### config.mk
export PLATFORM = sky130hd
export DESIGN_NAME = find_max_scanner
export DESIGN_NICKNAME = d
export VERILOG_FILES = /design/src/rtl/findmax_pkg.sv /design/src/rtl/findmax_cmp_stage.sv /design/src/rtl/find_max_scanner.sv
export SDC_FILE = /design/constraint.sdc
export NUM_CORES = 1
export LEC_CHECK = 0
export ABC_CLOCK_PERIOD_IN_PS = 1960
export BUFFER_PORTS_ARGS = -buffer_cell sky130_fd_sc_hd__buf_2
export CAP_MARGIN = 10
export CORE_MARGIN = 4
export CORE_UTILIZATION = 40
export CTS_CLUSTER_DIAMETER = 40
export CTS_CLUSTER_SIZE = 30
export DETAILED_ROUTE_END_ITERATION = 8
export PLACE_DENSITY = 0.72
export RECOVER_POWER = 100
export SYNTH_ARGS = -nofsm -noshare
export SYNTH_HDL_FRONTEND = slang
export SYNTH_SLANG_ARGS = --single-unit
### constraint.sdc
create_clock -name clk -period 1.96 [get_ports clk]
set_input_delay 0.588 -clock clk [delete_from_list [all_inputs] [get_ports clk]]
set_output_delay 0.588 -clock clk [all_outputs]
set_load 0.02 [all_outputs]
### src/rtl/findmax_pkg.sv
// Shared types and helpers for the find_max_scanner block: FSM state encoding and
// a width-agnostic greater-than that handles both unsigned and two's-complement words.
package findmax_pkg;

    typedef enum logic [1:0] {
        IDLE  = 2'd0,
        READ  = 2'd1,
        DRAIN = 2'd2,
        DONE  = 2'd3
    } state_e;

    // Operands are zero-extended to this width by callers; DATA_W must not exceed it.
    localparam int CMP_W = 64;

    // Signed compare is done as an unsigned compare with the sign bit inverted.
    function automatic logic cmp_gt(
        input logic [CMP_W-1:0] a,
        input logic [CMP_W-1:0] b,
        input int unsigned      width,
        input bit               is_signed
    );
        logic [CMP_W-1:0] flip;
        flip = '0;
        if (is_signed) begin
            flip = {{(CMP_W-1){1'b0}}, 1'b1} << (width - 1);
        end
        return (a ^ flip) > (b ^ flip);
    endfunction

endpackage

### src/rtl/findmax_cmp_stage.sv
// Running-extreme register: registers each valid BRAM word with its index, then keeps
// the largest (FIND_MAX=1) or smallest (FIND_MAX=0) value seen since the last clear.
module findmax_cmp_stage
    import findmax_pkg::*;
#(
    parameter int DATA_W   = 16,
    parameter int ADDR_W   = 8,
    parameter int SIGNED   = 0,
    parameter int FIND_MAX = 1
) (
    input  logic              clk,
    input  logic              reset,
    input  logic              clear,
    input  logic              in_valid,
    input  logic [DATA_W-1:0] in_data,
    input  logic [ADDR_W-1:0] in_idx,
    output logic [DATA_W-1:0] best_val,
    output logic [ADDR_W-1:0] best_idx
);

    logic              valid_q, valid_d;
    logic [DATA_W-1:0] data_q, data_d;
    logic [ADDR_W-1:0] idx_q, idx_d;
    logic              have_q, have_d;
    logic [DATA_W-1:0] best_val_q, best_val_d;
    logic [ADDR_W-1:0] best_idx_q, best_idx_d;
    logic              take;

    always_comb begin
        valid_d    = in_valid & ~clear;
        data_d     = in_valid ? in_data : data_q;
        idx_d      = in_valid ? in_idx : idx_q;
        take       = 1'b0;
        have_d     = have_q;
        best_val_d = best_val_q;
        best_idx_d = best_idx_q;

        // First word of a scan loads unconditionally; strict compare keeps the lowest index on ties.
        if (valid_q) begin
            if (!have_q) begin
                take = 1'b1;
            end else if (FIND_MAX != 0) begin
                take = cmp_gt(CMP_W'(data_q), CMP_W'(best_val_q), unsigned'(DATA_W), SIGNED != 0);
            end else begin
                take = cmp_gt(CMP_W'(best_val_q), CMP_W'(data_q), unsigned'(DATA_W), SIGNED != 0);
            end
        end

        if (clear) begin
            have_d     = 1'b0;
            best_val_d = '0;
            best_idx_d = '0;
        end else if (take) begin
            have_d     = 1'b1;
            best_val_d = data_q;
            best_idx_d = idx_q;
        end
    end

    always_ff @(posedge clk or negedge reset) begin
        if (!reset) begin
            valid_q    <= 1'b0;
            data_q     <= '0;
            idx_q      <= '0;
            have_q     <= 1'b0;
            best_val_q <= '0;
            best_idx_q <= '0;
        end else begin
            valid_q    <= valid_d;
            data_q     <= data_d;
            idx_q      <= idx_d;
            have_q     <= have_d;
            best_val_q <= best_val_d;
            best_idx_q <= best_idx_d;
        end
    end

    assign best_val = best_val_q;
    assign best_idx = best_idx_q;

endmodule

### src/rtl/find_max_scanner.sv
// Sequencer that reads len words of a synchronous BRAM from address 0 and reports the
// max (and, with FINDMAX_MIN_EN defined, the min) value with its first index.
module find_max_scanner
    import findmax_pkg::*;
#(
    parameter int DATA_W = 16,
    parameter int ADDR_W = 8,
    parameter int SIGNED = 0
) (
    input  logic              clk,
    input  logic              reset,
    input  logic              start,
    input  logic [ADDR_W:0]   len,
    output logic              mem_en,
    output logic [ADDR_W-1:0] mem_addr,
    input  logic [DATA_W-1:0] mem_dout,
    output logic              busy,
    output logic              done,
    output logic              res_valid,
    output logic [DATA_W-1:0] max_val,
    output logic [ADDR_W-1:0] max_idx
`ifdef FINDMAX_MIN_EN
    ,
    output logic [DATA_W-1:0] min_val,
    output logic [ADDR_W-1:0] min_idx
`endif
);

    localparam logic [ADDR_W:0] LEN_MAX = {1'b1, {ADDR_W{1'b0}}};

    state_e            state_q, state_d;
    logic [ADDR_W-1:0] addr_q, addr_d;
    logic [ADDR_W-1:0] last_q, last_d;
    logic              rd_valid_q, rd_valid_d;
    logic [ADDR_W-1:0] rd_idx_q, rd_idx_d;
    logic              res_valid_q, res_valid_d;
    logic              clear;
    logic [ADDR_W:0]   len_eff;
    logic [ADDR_W:0]   len_m1;

    always_comb begin
        len_eff = (len > LEN_MAX) ? LEN_MAX : len;
        len_m1  = len_eff - (ADDR_W+1)'(1);
    end

    always_comb begin
        state_d     = state_q;
        addr_d      = addr_q;
        last_d      = last_q;
        res_valid_d = res_valid_q;
        clear       = 1'b0;
        mem_en      = 1'b0;
        busy        = 1'b0;
        done        = 1'b0;

        case (state_q)
            IDLE: begin
                if (start) begin
                    clear       = 1'b1;
                    res_valid_d = 1'b0;
                    addr_d      = '0;
                    if (len != '0) begin
                        last_d  = len_m1[ADDR_W-1:0];
                        state_d = READ;
                    end else begin
                        state_d = DONE;
                    end
                end
            end
            READ: begin
                mem_en = 1'b1;
                busy   = 1'b1;
                if (addr_q == last_q) begin
                    state_d = DRAIN;
                end else begin
                    addr_d = addr_q + ADDR_W'(1);
                end
            end
            // Wait until the last returned word has left the read shadow and been compared.
            DRAIN: begin
                busy = 1'b1;
                if (!rd_valid_q) begin
                    res_valid_d = 1'b1;
                    state_d     = DONE;
                end
            end
            DONE: begin
                done    = 1'b1;
                state_d = IDLE;
            end
            default: begin
                state_d = IDLE;
            end
        endcase

        rd_valid_d = mem_en;
        rd_idx_d   = addr_q;
    end

    always_ff @(posedge clk or negedge reset) begin
        if (!reset) begin
            state_q     <= IDLE;
            addr_q      <= '0;
            last_q      <= '0;
            rd_valid_q  <= 1'b0;
            rd_idx_q    <= '0;
            res_valid_q <= 1'b0;
        end else begin
            state_q     <= state_d;
            addr_q      <= addr_d;
            last_q      <= last_d;
            rd_valid_q  <= rd_valid_d;
            rd_idx_q    <= rd_idx_d;
            res_valid_q <= res_valid_d;
        end
    end

    assign mem_addr  = addr_q;
    assign res_valid = res_valid_q;

    findmax_cmp_stage #(
        .DATA_W   (DATA_W),
        .ADDR_W   (ADDR_W),
        .SIGNED   (SIGNED),
        .FIND_MAX (1)
    ) u_max (
        .clk      (clk),
        .reset    (reset),
        .clear    (clear),
        .in_valid (rd_valid_q),
        .in_data  (mem_dout),
        .in_idx   (rd_idx_q),
        .best_val (max_val),
        .best_idx (max_idx)
    );

`ifdef FINDMAX_MIN_EN
    findmax_cmp_stage #(
        .DATA_W   (DATA_W),
        .ADDR_W   (ADDR_W),
        .SIGNED   (SIGNED),
        .FIND_MAX (0)
    ) u_min (
        .clk      (clk),
        .reset    (reset),
        .clear    (clear),
        .in_valid (rd_valid_q),
        .in_data  (mem_dout),
        .in_idx   (rd_idx_q),
        .best_val (min_val),
        .best_idx (min_idx)
    );
`endif

endmodule

* Word-level counts from Yosys, hierarchy flattened
Cells that the tools add are included.
** Storage, ports and cells
- Memories :: 0
- Latch bits :: 0
- Memory bits (writable) :: 0
- Flip-flop bits (word level) :: 78
- Logic and storage cells :: 61
- ROM bits :: 0
** Operators by class
- Equal/unequal tests :: 8
- Order comparisons :: 2
- Add/sub/neg operators :: 2
- Multiplexer cells :: 25
- Divide/modulo/power cells :: 0
- Reduce and logical (&&, ||, !) cells :: 10
- Shift-type cells :: 0
- Bitwise operators :: 2
- Multiply operators :: 0
** Operators with widths (count)
- $mux W8 :: 5
- $mux W16 :: 2
- $gt A16 B16 Y1 :: 1
- $pmux W8 S2 :: 1
- $reduce_and A3 Y1 :: 4
- $mux W1 :: 11
- $gt A9 B9 Y1 const B :: 1
- $reduce_bool A9 Y1 :: 1
- $add A8 B1 Y8 const B :: 1
- $eq A8 B8 Y1 :: 1
- $mux W2 :: 4
- $ne A2 B2 Y1 const B :: 4
- $pmux W2 S4 :: 1
- $sub A8 B1 Y8 const B :: 1
- $reduce_bool A2 Y1 :: 3
- $eq A2 B2 Y1 const B :: 2
- $eq A2 B1 Y1 const B :: 1
- $logic_not A2 Y1 :: 1
- $pmux W1 S2 :: 1
- $reduce_or A2 Y1 :: 1
- $and A1 B1 Y1 :: 1
- $not A1 Y1 :: 1

* Logic depth before layout (Yosys ltp)
Gate-level depths: netlist (run 1).
- Depth after elaboration :: 5
- Depth in mapped cells :: 8
- Mapped depth without buffers :: 7

* By module
Synthesis (run 1) repeated with hierarchy kept, for this count alone.
** Unflattened totals
- Cell total of the unflattened synthesis :: 369
- Area, all modules :: 4176.5 um^2
** By module, submodules not included
- findmax_cmp_stage :: cells an instance 218, seq. area each 1251.2 um^2, area each 2640.0 um^2, instances 1
- find_max_scanner :: cells an instance 151, seq. area each 700.7 um^2, area each 1536.5 um^2, instances 1

* Least setup slack after synthesis (run 1)
Ideal clock, no wire load.
- Path kind :: reg-to-reg
- From :: reg u_max.best_val_q[15] (netlist: u_max.best_val[15])
- To :: reg u_max.best_idx_q[0] (netlist: u_max.best_idx[0])
- Data required time :: 1881 ps
- Stages on the path, launching flop included :: 9
- Data arrival time :: 2130 ps
- Setup slack :: -249 ps
- Cell sequence :: dfrtp_1 -> inv_1 -> ha_1 -> nand3_1 -> nor4_2 -> o21ai_0 -> a31oi_2 -> buf_6 -> mux2i_1
** Between the ends
- Longest elaborated chain between the ends :: 4
** Ends and longest elaborated chain
- from (decl) :: line findmax_cmp_stage.sv:25 : logic [DATA_W-1:0] best_val_q, best_val_d;
- from (signal assigned) :: line findmax_cmp_stage.sv:73 : best_val_q <= best_val_d;
- $gt A16 B16 Y1 :: line findmax_pkg.sv:27 : return (a ^ flip) > (b ^ flip);
- $mux W1 :: line findmax_cmp_stage.sv:40 : if (!have_q) begin
- $mux W1 :: line findmax_cmp_stage.sv:39 : if (valid_q) begin
- $reduce_bool A2 Y1 (no source line)
- to (signal assigned) :: line findmax_cmp_stage.sv:74 : best_idx_q <= best_idx_d;
- to (decl) :: line findmax_cmp_stage.sv:26 : logic [ADDR_W-1:0] best_idx_q, best_idx_d;
No other way between the ends.
A chain may end at the register's enable or synchronous reset.

* Final worst setup path (run 1)
- From :: reg u_max.data_q[5]
- To :: reg u_max.best_val_q[4] (netlist: u_max.best_val[4])
** Between the ends
- Longest elaborated chain between the ends :: 4
** Ends and longest elaborated chain
- from (decl) :: line findmax_cmp_stage.sv:22 : logic [DATA_W-1:0] data_q, data_d;
- from (signal assigned) :: line findmax_cmp_stage.sv:70 : data_q <= data_d;
- $gt A16 B16 Y1 :: line findmax_pkg.sv:27
- $mux W1 :: line findmax_cmp_stage.sv:40
- $mux W1 :: line findmax_cmp_stage.sv:39
- $reduce_bool A2 Y1 (no source line)
No other way between the ends.

==> results_dict.tcl, run 1 <==
set metrics [dict create \
    intPower_mw 3.549 \
    die_area_mm2 0.01155 \
    worstPathRequired_ns 2.21 \
    final_max_slew_viol_count 0 \
    rsz0062_at_grt "true" \
    clock-skew-final_ns 0.008652 \
    power_frac_comb_pct 39.0 \
    grt_use_total_pct 16.75 \
    drt_first_pass_iters 4 \
    worstSetupEndpointType "register" \
    syn_inst 371 \
    met2_usage_pct 28.87 \
    syn_nets 422 \
    p_switching_mw 2.020 \
    path_class "reg -> reg" \
    cts_root_buffer "clkbuf_8" \
    max_stage_delay_ns 0.49 \
    holdPathEnd "u_max.data_q[12]" \
    via_per_inst 5.100 \
    drtAntennaViolNets 0 \
    synth_edf_count 0 \
    async_flop_share_pct 100.0 \
    cp_max_fo 7 \
    cp_data_arrival_time_ns 2.31 \
    fin_crit_sh_pct 105.2 \
    clockBufferDepth 2 \
    path_cells "ha_1, a21oi_1, o21ai_1, a2111oi_2, a31oi_4, buf_6, mux2i_2" \
    area_growth_pct 27.03 \
    finalSetupViolCount 25 \
    rows 36 \
    antenna_found_initial 0 \
    power_mw 5.569 \
    vias 3116 \
    die_h_um 107.5 \
    ys_seq_area_share_pct 49.32 \
    synth-seq-cells 78 \
    status "complete, but fails checks" \
    htreeDepth 3 \
    r2r-end "u_max.best_val[4]" \
    remaining_drc_errors 0 \
    max_slew_margin_pct 30.64 \
    p_leak_nw 2.418 \
    ys_types 44 \
    hold_start "mem_dout[12]" \
    finalHoldViolCount 0 \
    powerDensity_mw_per_mm2 1108 \
    p_clk_share_pct 23.5 \
    min_period_ns 2.062 \
    hpwlAfterDp_mm 6.637 \
    routed_wl_mm 9.432 \
    nets 524 \
    die_w_um 107.5 \
    hold_depth 2 \
    grt_pass1_wl_mm 15.35 \
    grt_pass1_vias 3228 \
    synth.cell_area_mm2 0.003958 \
    critical_path.startpoint_type "register" \
    cts_tree "built" \
    use_met3_pct 3.959 \
    yosysWarnings 0 \
    reg2regPathDepth 7 \
    switching_share_pct 36.27 \
    insertion_delay_ns 0.35 \
    ir_worst_vdd_v 0.0004606 \
    grt_max_degree 79 \
    cpMaxStageDelayCell "a2111oi_2" \
    ioPinCount 64 \
    wl_per_cell_um 15.44 \
    worstMarginPinSlew_ns 1.040 \
    instances_no_fill 611 \
    setup_slack_ns -0.1024 \
    path_clk_slew_ns 0.08 \
    fmax_mhz 484.9 \
    drive_gt1_share_pct 30.13 \
    io_buffers 63 \
    cts.sinks 78 \
    drt-initial-drc-count 111 \
    busiest_layer "met2" \
    drv_cap 0 \
    synth_area_per_cell_um2 10.67 \
    hold_path.class "in -> reg" \
    initial_utilization_pct 40.87 \
    grt-ovfl-total 0 \
    timing.rr.start "u_max.data_q[5]" \
    r2r_slack_ns -0.10 \
    synth_flop_cell "dfrtp_1" \
    gp_congestion 0.8081 \
    cts_hold_buf 0 \
    cts_buffers 9 \
    diodes 0 \
    seqPwrFrac_pct 37.5 \
    violations "negative setup slack" \
    dp.cells 588 \
    core_area_mm2 0.009684 \
    holdWs_ns 0.4639 \
    grt_use_met1_pct 20.64 \
]
[flip-flops by register name, indices dropped and copies added (netlist names)]
signal	cells
u_max.best_val	16
u_max.have_q	1
rd_idx_q	8
last_q	8
u_max.best_idx	8
u_max.idx_q	8
mem_addr	8
res_valid	1
u_max.data_q	16
u_max.valid_q	1
state_q	2
rd_valid_q	1
[worst max path at each step]
stage	cells after the start	start	end
6_report	7	u_max.data_q[5]	u_max.best_val[4]
5_1_grt	7	u_max.data_q[9]	u_max.best_val[4]
4_1_cts	8	u_max.data_q[14]	u_max.best_val[4]
3_5_place_dp	7	u_max.data_q[7]	u_max.best_val[4]
3_3_place_gp	7	u_max.data_q[7]	u_max.best_val[4]
2_1_floorplan	8	u_max.best_val[5]	u_max.best_val[10]
[cells by family (layout without fill, tap and decap cells)]
logic type      after synthesis  after routing  synth area share [%]
buf+inv                      40            147                 4.426
fa+ha+maj                    23             23                 7.272
flops                        78             78                 49.32
simple gates                113            113                 13.25
mux                          54             54                 14.45
compound gates               51             51                 8.632
xor+xnor                     12             12                 2.656
[power by group through the flow]
stage	logic (mW)	clock network [mW]	registers, mW
after floorplan	1.01	0	2.40
after detailed placement	2.04	0	2.11
after global routing	2.38	1.42	2.13
final	2.17	1.31	2.09
after global placement	1.97	0	2.09
after CTS	2.14	1.34	2.08
[what timing repair did]
| action | in CTS | in global routing |
|---|---|---|
| pin swaps | 4 | 5 |
| hold endpoints to repair | 0 | 0 |
| setup endpoints to repair | 25 | 30 |
| setup buffers | 2 | 5 |
| gates resized for setup | 11 | 17 |
[critical path, delay by kind of cell, from the launching register on]
kind | cells | cell delay [ns]
adder cells (fa/ha/maj) | 1 | 0.31
flip-flops | 1 | 0.39
buffers and inverters | 1 | 0.18
AO/OA/AOI/OAI | 4 | 0.88
multiplexers | 1 | 0.21
[placed cells by master (no fill, tap or decap), types with 7 or more instances in the layout]
cell	count
nand2_1	65
mux2_2	24
ha_1	16
dfrtp_1	65
buf_2	27
xor2_1	10
nor2_1	12
clkbuf_1	40
mux2i_1	28
o21ai_0	10
dfrtp_2	13
buf_4	28
inv_1	23
a21oi_1	14
clkbuf_8	9
ha_4	7
[Yosys cell counts, types with 2 or more instances]
cell	count	share of area [%]
a21oi_1	16	2.0
xnor2_1	2	0.44
nor4_2	3	0.95
a31oi_1	5	0.79
nor4_1	2	0.32
mux2_2	25	7.1
nand2_1	66	6.3
or4_1	2	0.38
nor2_1	12	1.1
nor3_1	4	0.51
and3_1	3	0.47
buf_2	2	0.25
dfrtp_1	78	49
o21a_1	2	0.38
xor2_1	10	2.2
nand3_1	5	0.63
o21ai_0	12	1.5
nor2b_1	6	0.95
inv_1	25	2.4
o31ai_1	3	0.57
ha_1	23	7.3
buf_6	3	0.85
nand4_1	4	0.63
nand2b_1	2	0.32
clkbuf_1	9	0.85
mux2i_1	29	7.3
[routing by layer]
layer | part of all wire (%) | wire length, µm | vias to the layer above
met5 | 0 | 0 | -
met4 | 1.8 | 171 | 0
met3 | 5.3 | 497 | 17
met2 | 51 | 4774 | 80
met1 | 42 | 3989 | 1533
li1 | - | - | 1486
[layout make-up]
| cell class | instances | area [µm²] |
|---|---|---|
| Clock buffer | 11 | 131.4 |
| Multi-Input combinational cell | 253 | 1986 |
| Timing Repair Buffer | 106 | 598.1 |
| Sequential cell | 78 | 1968 |
| Tap cell | 133 | 166.4 |
| Fill cell | 858 | 4657 |
| Clock inverter | 5 | 83.83 |
| Inverter | 25 | 93.84 |
[per-stage QoR]
| stage | util (%) | cell area (µm²) | setup WS [ns] | setup TNS [ns] |
|---|---|---|---|---|
| 2_1_floorplan | - | 4024 | -0.02908 | -0.5506 |
| 3_3_place_gp | 49.02 | 4747 | -0.1283 | -2.699 |
| 3_5_place_dp | 49.02 | 4747 | -0.1879 | -3.094 |
| 4_1_cts | 51.99 | 5035 | -0.1678 | -2.547 |
| 5_1_grt | 51.91 | 5027 | -0.1586 | -3.238 |
| 6_report | 51.91 | 5027 | -0.1024 | -0.8492 |
No activity file was read; power rests on OpenSTA's default activity.
==> inputs of run 2 (changes only) <==
--- a/config.mk
+++ b/config.mk
@@ -9,11 +9,11 @@
 export BUFFER_PORTS_ARGS = -buffer_cell sky130_fd_sc_hd__buf_2
 export CAP_MARGIN = 10
 export CORE_MARGIN = 4
-export CORE_UTILIZATION = 40
+export CORE_UTILIZATION = 35
 export CTS_CLUSTER_DIAMETER = 40
 export CTS_CLUSTER_SIZE = 30
 export DETAILED_ROUTE_END_ITERATION = 8
-export PLACE_DENSITY = 0.72
+export PLACE_DENSITY = 0.66
 export RECOVER_POWER = 100
 export SYNTH_ARGS = -nofsm -noshare
 export SYNTH_HDL_FRONTEND = slang
==> results_dict.tcl, run 2 (synthesis gave the netlist of run 1 again) <==
set metrics [dict create \
    power_mw 6.526 \
    min_period_ns 2.052 \
    power_frac_comb_pct 39.6 \
    placed_cell_area_mm2 0.004751 \
    fin_crit_sh_pct 104.7 \
    remaining_drc_errors 0 \
    diodes 0 \
    cts_tree "built" \
    worstMarginPinSlew_ns 1.231 \
    area_growth_pct 34.56 \
    p_clk_share_pct 28.2 \
    routed_wl_mm 9.913 \
    cts_buffers 9 \
    setup_tns_ns -1.488 \
    clockBufferDepth 2 \
    ioPinCount 64 \
    worstSetupEndpointType "register" \
    finalSetupViolCount 25 \
    path_class "reg -> reg" \
    critical_path.startpoint_type "register" \
    crit_top_cell "buf_12" \
    fmax_mhz 487.3 \
    drtAntennaViolNets 0 \
    cts.sinks 78 \
    antenna_found_initial 0 \
    hold_path.class "reg -> reg" \
    cts_hold_buf 0 \
    status "complete, but fails checks" \
    grt-ovfl-total 0 \
    p_switching_mw 2.229 \
    final_common_cell "dfrtp_1" \
    dp.cells 596 \
    clock-skew-final_ns 0.007043 \
    insertion_delay_ns 0.33 \
    seqPwrFrac_pct 32.2 \
    grt_pass1_wl_mm 16.00 \
    drt_first_pass_iters 4 \
    hold_depth 1 \
    die_w_um 114.3 \
    max_stage_delay_ns 0.39 \
    rows 38 \
    vias 3145 \
    cp_num_cells 9 \
    cp.buffers_inverters 3 \
    drive_gt1_share_pct 33.27 \
    core_area_mm2 0.01094 \
    cp_top_family "flip-flops" \
    path_cells "inv_1, ha_4, nand3_2, nor4_4, o21ai_2, a31oi_4, buf_12, buf_12, mux2i_1" \
    fin_util_pct 48.70 \
    drv_cap 0 \
    switching_share_pct 34.15 \
    path_clk_slew_ns 0.06 \
    cpMaxStageDelayCell "dfrtp_2" \
    instances_no_fill 630 \
    io_buffers 63 \
    ir_worst_vdd_v 0.0007659 \
    nets 536 \
    final_cell_mix "dfrtp_1 (66), nand2_1 (65), clkbuf_1 (41)" \
    wl_per_cell_um 15.73 \
    initial_utilization_pct 36.19 \
    reg2regPathDepth 9 \
    grt_pass1_vias 3221 \
    intPower_mw 4.297 \
    cp_data_arrival_time_ns 2.30 \
    grt_use_total_pct 15.54 \
    die_area_mm2 0.01307 \
    setup_slack_ns -0.09195 \
    drt-initial-drc-count 172 \
    finalHoldViolCount 0 \
    hpwlAfterDp_mm 6.691 \
    max_slew_margin_pct 17.95 \
    violations "negative setup slack" \
    powerDensity_mw_per_mm2 1226 \
    cp_max_fo 7 \
    p_leak_nw 2.555 \
    pre_cts_ws_ns -0.08248 \
    holdWs_ns 0.4819 \
    worstPathRequired_ns 2.20 \
    gp_congestion 0.7982 \
    htreeDepth 3 \
    die_h_um 114.3 \
    rsz0062_at_grt "true" \
    final_max_slew_viol_count 0 \
    cts_root_buffer "clkbuf_16" \
    nFillCells 1014 \
    final_cell_area_mm2 0.005325 \
    grt_max_degree 33 \
    via_per_inst 4.992 \
]
[run 2: cell types whose count changed in the layout (fill, tap and decap cells not counted), moves of 3 or more]
cell and delta:
buf_6 -3, buf_4 +5, clkbuf_8 -7, clkbuf_2 +3, clkbuf_16 +9
[run 2: path summary, 6_finish.rpt]
path / startpoint / end / slack [ns]
max in group asynchronous: reset / u_max.best_idx[2] / 0.29
min reg2reg: rd_idx_q[1] / u_max.idx_q[1] / 0.48
min in group asynchronous: reset / u_max.data_q[5] / 0.50
max: u_max.best_val[12] / u_max.best_val[10] / -0.09
max reg2reg: u_max.best_val[12] / u_max.best_val[10] / -0.09
min: rd_idx_q[1] / u_max.idx_q[1] / 0.48
[run 2: worst register-to-register path: cells and delay by family (launching register included)]
kind | cells | cell delay (ns)
DFF | 1 | 0.39
and+or+nand+nor | 2 | 0.39
muxes | 1 | 0.19
buffers and inverters | 3 | 0.37
AOI/OAI and AO/OA | 2 | 0.35
adders and majority gates | 1 | 0.27
[run 2: timing repair]
item | 4_1_cts | 5_1_grt
gates resized for setup | 18 | 15
gates cloned | 2 | 0
buffers inserted | 9 | 7
endpoints found under the setup margin | 25 | 27
pin swaps | 8 | 5
[run 2: power groups by stage]
stage | Sequential (mW) | Clock [mW] | Combinational, mW
3_5_place_dp | 2.11 | 0 | 2.04
3_3_place_gp | 2.10 | 0 | 2.00
5_1_grt | 2.12 | 1.95 | 2.78
2_1_floorplan | 2.40 | 0 | 1.01
4_1_cts | 2.08 | 1.88 | 2.58
6_report | 2.10 | 1.84 | 2.58
[run 2: final cells by class]
class	count	area, µm²	share of cell area [%]
multi-input cells	253	2032	38.16
flip-flops and latches	78	1967	36.94
repair buffers	118	723.2	13.58
clock buffers	11	252.7	4.746
well taps	140	175.2	3.289
inverters	25	93.84	1.762
clock inverters	5	81.33	1.527
[run 2: routing by layer]
| metal | wire (µm) | share of wire [%] | global-route usage (%) |
|---|---|---|---|
| met1 | 4326 | 44 | 18.70 |
| met2 | 4899 | 49 | 26.97 |
| met3 | 535 | 5.4 | 4.123 |
| met4 | 151 | 1.5 | 5.146 |
| met5 | 0 | 0 | 0 |
==> inputs of run 3 (changes only) <==
--- a/config.mk
+++ b/config.mk
@@ -5,7 +5,7 @@
 export SDC_FILE = /design/constraint.sdc
 export NUM_CORES = 1
 export LEC_CHECK = 0
-export ABC_CLOCK_PERIOD_IN_PS = 1960
+export ABC_CLOCK_PERIOD_IN_PS = 1800
 export BUFFER_PORTS_ARGS = -buffer_cell sky130_fd_sc_hd__buf_2
 export CAP_MARGIN = 10
 export CORE_MARGIN = 4
==> constraint.sdc (replaced) <==
create_clock -name clk -period 1.8 [get_ports clk]
set_input_delay 0.54 -clock clk [delete_from_list [all_inputs] [get_ports clk]]
set_output_delay 0.54 -clock clk [all_outputs]
set_load 0.02 [all_outputs]
==> results_dict.tcl, run 3 (synthesis gave the netlist of run 1 again) <==
set metrics [dict create \
    insertion_delay_ns 0.34 \
    grt_pass1_vias 3162 \
    grt_max_degree 38 \
    clock-skew-final_ns 0.007056 \
    drt_first_pass_iters 4 \
    power_mw 6.968 \
    worstPathRequired_ns 2.05 \
    cts_root_buffer "clkbuf_16" \
    drt-initial-drc-count 198 \
    antenna_found_initial 0 \
    clockBufferDepth 2 \
    min_period_ns 2.041 \
    fin_crit_sh_pct 113.4 \
    pre_cts_ws_ns -0.2106 \
    rsz0062_at_grt "true" \
    gp_congestion 0.8218 \
    via_per_inst 4.944 \
    area_growth_pct 37.21 \
    vias 3174 \
    nets 548 \
    die_area_mm2 0.01307 \
    finalHoldViolCount 0 \
    max_slew_margin_pct 41.20 \
    finalSetupViolCount 31 \
    cts_tree "built" \
    routed_wl_mm 9.752 \
    grt-ovfl-total 0 \
    cp_data_arrival_time_ns 2.30 \
    final_max_slew_viol_count 0 \
    cts_buffers 9 \
    hold_path.class "in -> async" \
    ir_worst_vdd_v 0.0007019 \
    grt_pass1_wl_mm 15.19 \
    hpwlAfterDp_mm 6.900 \
    wl_met3_um 524 \
    worstSetupEndpointType "register" \
    grt_use_total_pct 14.74 \
    rows 38 \
    drtAntennaViolNets 0 \
    cp_max_fo 7 \
    io_buffers 63 \
    ioPinCount 64 \
    path_class "reg -> reg" \
    violations "negative setup slack" \
    die_h_um 114.3 \
    r2r_slack_ns -0.24 \
    initial_utilization_pct 36.19 \
    worstMarginPinSlew_ns 0.8821 \
    cts.sinks 78 \
    powerDensity_mw_per_mm2 1283 \
    final_cell_mix "nand2_1 (64), dfrtp_1 (64), buf_4 (45)" \
    cts_hold_buf 0 \
    drive_gt1_share_pct 35.86 \
    core_area_mm2 0.01094 \
    diodes 0 \
    p_leak_nw 2.652 \
    remaining_drc_errors 0 \
    path_clk_slew_ns 0.06 \
    critical_path.startpoint_type "register" \
    drv_cap 0 \
    status "complete, but fails checks" \
    met1_length_mm 4.240 \
    fmax_mhz 489.9 \
    htreeDepth 3 \
    top_layer_used "met4" \
    setup_slack_ns -0.2413 \
    die_w_um 114.3 \
    wl_per_cell_um 15.19 \
    routed-wl-met2_mm 4.812 \
]
-- run 3: per-stage QoR --
stage               hold WS [ns]  util [%]  cells  area [µm²]  setup TNS (ns)
floorplan                 0.2444         -    371        4085          -3.854
finish                    0.3151     49.66    642        5430          -5.455
detailed placement        0.4631     45.49    615        4975          -4.840
global route              0.3932     49.66    642        5430          -9.922
CTS                       0.1816     48.63    632        5318          -4.872
global placement          0.4567     45.49    615        4975          -2.772
-- run 3: area by class of cell --
| type | instances | area, µm² |
|---|---|---|
| Fill cell | 1018 | 5505 |
| Clock buffer | 9 | 225.2 |
| Timing Repair Buffer | 130 | 829.5 |
| Sequential cell | 78 | 1969 |
| Clock inverter | 7 | 96.34 |
| Inverter | 25 | 93.84 |
| Multi-Input combinational cell | 253 | 2041 |
| Tap cell | 140 | 175.2 |
-- run 3: repair_timing --
action / CTS / global route
endpoints found under the setup margin: 26 / 34
gates resized for setup: 3 / 21
pin swaps: 1 / 16
buffers inserted: 1 / 8
cloned: 0 / 2
-- run 3: path summary, 6_finish.rpt --
| path | endpoint | cells past startpoint | from |
|---|---|---|---|
| max in group asynchronous | u_max.best_val[14] | 2 | reset |
| min | u_max.best_val[6] | 1 | reset |
| max reg2reg | u_max.best_idx[6] | 8 | u_max.data_q[14] |
| min reg2reg | u_max.idx_q[7] | 1 | rd_idx_q[7] |
| min in group clk | u_max.data_q[8] | 2 | mem_dout[8] |
| max | u_max.best_idx[6] | 8 | u_max.data_q[14] |
-- run 3: worst max-delay path: stages (launching register included) --
cell and delay (ns):
dfrtp_1 0.41, ha_4 0.31, nand3_4 0.09, nor4_4 0.34, o21ai_2 0.13, a31oi_4 0.19
buf_12 0.15, buf_12 0.13, mux2i_1 0.20
-- run 3: per-layer routing --
layer | vias to the layer above | track usage [%]
met4 | 0 | 6.651
met2 | 77 | 23.61
li1 | 1533 | -
met1 | 1549 | 18.81
met3 | 15 | 3.700
met5 | - | 0
-- run 3: report_power, final --
group	total, mW	internal, mW	switching [mW]
Combinational	2.74	1.30	1.44
Clock	1.96	1.22	0.741
Sequential	2.26	2.07	0.195
Total	6.97	4.59	2.37
